`config.mk`:
```
export PLATFORM = sky130hd
export DESIGN_NAME = nvram_ioctl_host
export DESIGN_NICKNAME = d
export VERILOG_FILES = /design/src/rtl/nvram_ioctl_pkg.sv /design/src/rtl/nvram_ioctl_buf.sv /design/src/rtl/nvram_ioctl_host.sv
export SDC_FILE = /design/constraint.sdc
export NUM_CORES = 1
export LEC_CHECK = 0
export BUFFER_PORTS_ARGS = -buffer_cell sky130_fd_sc_hd__buf_2
export CAP_MARGIN = 20
export CORE_MARGIN = 3
export CORE_UTILIZATION = 35
export DETAILED_ROUTE_END_ITERATION = 7
export GPL_ROUTABILITY_DRIVEN = 0
export HOLD_SLACK_MARGIN = 0.03
export PLACE_DENSITY = 0.51
export SYNTH_ARGS = -nofsm -noshare
export SYNTH_HDL_FRONTEND = slang
export SYNTH_SLANG_ARGS = --single-unit
```
`constraint.sdc`:
```
create_clock -name clk_sys -period 4.8 [get_ports clk_sys]
set_input_delay 0.96 -clock clk_sys [delete_from_list [all_inputs] [get_ports clk_sys]]
set_output_delay 0.96 -clock clk_sys [all_outputs]
set_load 0.02 [all_outputs]
```
`src/rtl/nvram_ioctl_pkg.sv`:
```
// Shared types and constants for the NVRAM ioctl host model.
package nvram_ioctl_pkg;

  localparam int unsigned NvramIndex = 4;

  typedef enum logic [3:0] {
    StIdle,
    StDlSetup,
    StDlWr,
    StDlGap,
    StDlEnd,
    StUlSetup,
    StUlWait,
    StUlCap,
    StUlEnd
  } state_e;

endpackage

```
`src/rtl/nvram_ioctl_buf.sv`:
```
// Image buffer: one synchronous write port, two asynchronous read ports.
module nvram_ioctl_buf #(
  parameter int unsigned AW = 6
) (
  input  logic          clk_sys,
  input  logic          i_we,
  input  logic [AW-1:0] i_waddr,
  input  logic [7:0]    i_wdata,
  input  logic [AW-1:0] i_raddr_a,
  output logic [7:0]    o_rdata_a,
  input  logic [AW-1:0] i_raddr_b,
  output logic [7:0]    o_rdata_b
);

  localparam int unsigned Depth = 2 ** AW;

  // Deliberately unreset: the image must survive a reset.
  logic [7:0] r_mem [Depth];

  always_ff @(posedge clk_sys) begin
    if (i_we) r_mem[i_waddr] <= i_wdata;
  end

  assign o_rdata_a = r_mem[i_raddr_a];
  assign o_rdata_b = r_mem[i_raddr_b];

endmodule

```
`src/rtl/nvram_ioctl_host.sv`:
```
// Host-side ioctl initiator: downloads the local NVRAM image into the core and
// uploads it back, servicing autosave requests and honouring ioctl_wait.
module nvram_ioctl_host
  import nvram_ioctl_pkg::*;
#(
  parameter int unsigned DUMPWIDTH = 6,
  parameter int unsigned DUMPINDEX = NvramIndex,
  parameter int unsigned WR_GAP    = 3,
  parameter int unsigned RD_LAT    = 2
) (
  input  logic                 clk_sys,
  input  logic                 reset_n,
  input  logic                 start_download,
  input  logic                 start_upload,
  output logic                 busy,
  output logic                 done,
  input  logic [DUMPWIDTH-1:0] buf_addr,
  input  logic                 buf_we,
  input  logic [7:0]           buf_wdata,
  output logic [7:0]           buf_rdata,
  output logic                 ioctl_download,
  output logic                 ioctl_upload,
  input  logic                 ioctl_upload_req,
  output logic                 ioctl_wr,
  output logic [24:0]          ioctl_addr,
  output logic [7:0]           ioctl_dout,
  input  logic [7:0]           ioctl_din,
  output logic [7:0]           ioctl_index,
  input  logic                 ioctl_wait
);

  localparam logic [DUMPWIDTH-1:0] LastAddr = '1;

  state_e               r_state, w_state_d;
  logic [DUMPWIDTH-1:0] r_addr, w_addr_d;
  logic [7:0]           r_cnt, w_cnt_d;
  logic                 r_req_q;
  logic                 r_pending, w_pending_d;
  logic                 w_req_pend;
  logic                 w_fsm_we;
  logic                 w_we;
  logic [DUMPWIDTH-1:0] w_waddr;
  logic [7:0]           w_wdata;
  logic [7:0]           w_fsm_rdata;

  // Includes a same-cycle rising edge so an idle host reacts immediately.
  assign w_req_pend = r_pending | (ioctl_upload_req & ~r_req_q);

  always_ff @(posedge clk_sys or negedge reset_n) begin
    if (!reset_n) begin
      r_state   <= StIdle;
      r_addr    <= '0;
      r_cnt     <= '0;
      r_req_q   <= 1'b0;
      r_pending <= 1'b0;
    end else begin
      r_state   <= w_state_d;
      r_addr    <= w_addr_d;
      r_cnt     <= w_cnt_d;
      r_req_q   <= ioctl_upload_req;
      r_pending <= w_pending_d;
    end
  end

  always_comb begin
    w_state_d   = r_state;
    w_addr_d    = r_addr;
    w_cnt_d     = r_cnt;
    w_pending_d = w_req_pend;
    case (r_state)
      StIdle: begin
        if (start_download) begin
          w_state_d = StDlSetup;
          w_addr_d  = '0;
          w_cnt_d   = '0;
        end else if (start_upload || w_req_pend) begin
          w_state_d   = StUlSetup;
          w_addr_d    = '0;
          w_cnt_d     = '0;
          w_pending_d = 1'b0;
        end
      end
      StDlSetup: w_state_d = StDlWr;
      StDlWr: begin
        if (!ioctl_wait) begin
          w_state_d = StDlGap;
          w_cnt_d   = '0;
        end
      end
      StDlGap: begin
        if (r_cnt == 8'(WR_GAP - 1)) begin
          w_cnt_d = '0;
          if (r_addr == LastAddr) begin
            w_state_d = StDlEnd;
          end else begin
            w_addr_d  = r_addr + 1'b1;
            w_state_d = StDlWr;
          end
        end else begin
          w_cnt_d = r_cnt + 8'd1;
        end
      end
      StDlEnd: w_state_d = StIdle;
      StUlSetup: begin
        w_state_d = StUlWait;
        w_cnt_d   = '0;
      end
      StUlWait: begin
        // Latency count is frozen while the core stalls.
        if (!ioctl_wait) begin
          if (r_cnt == 8'(RD_LAT - 1)) begin
            w_cnt_d   = '0;
            w_state_d = StUlCap;
          end else begin
            w_cnt_d = r_cnt + 8'd1;
          end
        end
      end
      StUlCap: begin
        if (r_addr == LastAddr) begin
          w_state_d = StUlEnd;
        end else begin
          w_addr_d  = r_addr + 1'b1;
          w_state_d = StUlWait;
        end
      end
      StUlEnd: w_state_d = StIdle;
      default: w_state_d = StIdle;
    endcase
  end

  assign busy           = (r_state != StIdle);
  assign done           = (r_state == StDlEnd) || (r_state == StUlEnd);
  assign ioctl_download = (r_state == StDlSetup) || (r_state == StDlWr) || (r_state == StDlGap);
  assign ioctl_upload   = (r_state == StUlSetup) || (r_state == StUlWait) || (r_state == StUlCap);
  assign ioctl_wr       = (r_state == StDlWr) && !ioctl_wait;
  assign ioctl_addr     = (ioctl_download || ioctl_upload) ? 25'(r_addr) : 25'd0;
  assign ioctl_index    = (ioctl_download || ioctl_upload) ? 8'(DUMPINDEX) : 8'd0;
  assign ioctl_dout     = ioctl_download ? w_fsm_rdata : 8'd0;

  // FSM capture owns the write port; bench writes are dropped while busy.
  assign w_fsm_we = (r_state == StUlCap);
  assign w_we     = w_fsm_we || (buf_we && !busy);
  assign w_waddr  = w_fsm_we ? r_addr : buf_addr;
  assign w_wdata  = w_fsm_we ? ioctl_din : buf_wdata;

  nvram_ioctl_buf #(
    .AW(DUMPWIDTH)
  ) u_buf (
    .clk_sys  (clk_sys),
    .i_we     (w_we),
    .i_waddr  (w_waddr),
    .i_wdata  (w_wdata),
    .i_raddr_a(buf_addr),
    .o_rdata_a(buf_rdata),
    .i_raddr_b(r_addr),
    .o_rdata_b(w_fsm_rdata)
  );

endmodule

```
==> flow_summary.ini <==
[outcome]
status = completed

[logic_synthesis]
yosys.area.top_type = edfxtp_1
ys_types = 66
yosysMostFrequentCell = edfxtp_1
syn_inst = 1484
synthesis.area_um2 = 25800
synth-seq-area-share = 0.616
ys_top_cells_by_area = edfxtp_1 60%, mux4_2 20%, mux2i_1 2.6%, dfrtp_1 1.9%, nor2_1 1.4%
synth_async_sr_flop_share = 0.0376
synth.avg_cell_area_um2 = 17.4
synth_top_area_frac = 0.597
yosys_warnings = 0
synth_commonest_cells = 512 x edfxtp_1, 224 x mux4_2, 94 x nor2_1
synth_edf_count = 512
synth_seq_cells = 532
synth_ff_type = edfxtp_1

[clocking]
cts.repair.resized = 0
clockRootBuffer = clkbuf_16
htreeDepth = 2
path_clk_slew_ps = 60
tritoncts = yes
cts_buffer_depth = 3
clk_latency_ps = 620
cts_inserted_buffers = 57
post-cts-setup-buffers = 0
cts_sinks = 532
holdBufCountCts = 0

[run]
maxCapViolations = 0

[route]
via_per_inst = 5.99
drt_iter0_drc = 1894
final_antenna_net_count = 0
drc_errors = 0
num_vias = 15854
drt_wl_total_um = 81500
drtPass1Iterations = 5
wire_per_inst_um = 30.8

[sta]
setup_viol = 0
holdWs_ps = 306
skew_ps = 25.6
clock.fmax_ghz = 0.212
fin_tns_setup_ps = 0
hold_viol = 0
fin_crit_ps = 4730
worst_pin_slew_ps = 958
rsz0062_at_grt = no
fin_crit_sh = 0.985
slew_headroom = 0.361
drv_slew = 0

[die]
initial_core_util = 0.357
std_cell_rows = 98
core_area_um2 = 72200
dieArea_um2 = 76900
io_pins = 83
fp.dieH_um = 277
die_w_um = 277

[placement]
hpwl_um = 55100
io_buffers = 56

[global_routing]
grt_pass1_wl_um = 117000
grt_overflow = 0
grt_start_max_net_pins = 65
antenna_found_initial = 2
grt_use_total = 0.209
grt_pass1_vias = 15985

[pwr]
power.leakage_nw = 9.69
peakVddDrop_mv = 0.292
p_per_area_nw_per_um2 = 452

[layout]
nets = 1685
final_core_util = 0.413
antenna_cells = 0
area_delta_synth_final_pct = 15.9
layout-drive-gt1-share = 0.329
nFillCells = 6441

[worst_setup_path]
crit_path_cell_trace = buf_4 > mux4_2 > a22o_1 > a221oi_1 > o22ai_1 > a31o_1 > buf_2
critPathRequiredTime_ps = 3840
crit_slowest_cell = dfrtp_4
slowest_delay_ps = 710
critPathArrivalTime_ps = 3770
end_kind = output pin
worstPathMaxFanout = 18
startpoint_type = register
path_class = register to output pin

[min_path]
min_path_type = input port to asynchronous set/reset pin
## registers in the layout, summed over array words and instances, names as in the netlist
register	cells
r_pending	1
r_state	4
r_cnt	8
r_req_q	1
u_buf.r_mem	512
r_addr	6
## layout by cell type, fill, tap and decap left out, types with 24 or more instances in the layout
| cell | synthesis | routed |
|---|---|---|
| mux2_2 | 24 | 24 |
| nand2_1 | 31 | 31 |
| nor2b_1 | 26 | 26 |
| conb_1 | 1 | 26 |
| a21oi_1 | 25 | 25 |
| clkbuf_16 | 0 | 59 |
| mux4_2 | 224 | 224 |
| buf_2 | 31 | 53 |
| mux2i_1 | 67 | 67 |
| nor2_1 | 94 | 92 |
| edfxtp_1 | 512 | 512 |
| o22ai_1 | 33 | 33 |
| o21ai_0 | 38 | 38 |
| buf_4 | 35 | 147 |
| a211oi_1 | 26 | 26 |
## power by group
part           internal [mW]  switching (mW)
registers               5.49           0.139
clock network           2.77            1.84
logic                   1.28            1.97
total                   9.54            3.94
## stage by stage
step | total power, mW | setup slack [ps] | instances | instance area, um2
finish | 13.5 | 73.5 | 2646 | 29900
global placement | 8.94 | 332 | 2542 | 27900
floorplan | 7.80 | 1230 | 1509 | 25800
detailed placement | 8.97 | 339 | 2543 | 27900
CTS | 13.6 | 75.5 | 2646 | 29900
global route | 14.0 | 6.24 | 2646 | 29900
## layer usage
metal  up-vias  track usage  routed length [um]
met4         2       0.0678                2640
met3       125       0.0385                5940
met1      8511        0.294               34800
met2       689        0.328               38100
met5         -            0                   9
li1       6527            -                   -
## critical path: cells and delay by family (launching register included)
family,cells,cell delay [ps]
AO/OA/AOI/OAI,4,1420
multiplexers,1,530
buffers and inverters,2,460
flip-flops,1,710
## cells by family after synthesis
| family | Yosys count | share of synthesized area |
|---|---|---|
| DFF | 532 | 0.616 |
| buffers and inverters | 141 | 0.0313 |
| xor gates and xnor gates | 3 | 0.00102 |
| muxes | 320 | 0.238 |
| other | 1 | 0.000146 |
| and+or+nand+nor | 250 | 0.0482 |
| adders and majority gates | 4 | 0.00194 |
| AOI/OAI and AO/OA | 233 | 0.0634 |
## cell type report
cell class	count	area [um2]	share of cell area
Clock buffer	71	1520	0.0510
Clock inverter	32	417	0.0140
Inverter	11	41.3	0.00138
Multi-Input combinational cell	836	9170	0.307
Sequential cell	532	15900	0.532
Tap cell	950	1190	0.0398
Timing Repair Buffer	214	1640	0.0548
## worst paths after layout
check | end | cells past startpoint | startpoint | slack [ps]
max | ioctl_dout[1] | 7 | r_addr[0] | 70
min | r_addr[5] | 1 | reset_n | 310
max reg2reg | u_buf.r_mem[26][3] | 6 | r_state[3] | 1390
min reg2reg | r_pending | 2 | r_pending | 500
max in group asynchronous | r_addr[1] | 1 | reset_n | 4120
min in group clk_sys | r_req_q | 1 | ioctl_upload_req | 490
Power figures use the tool's default switching activity.
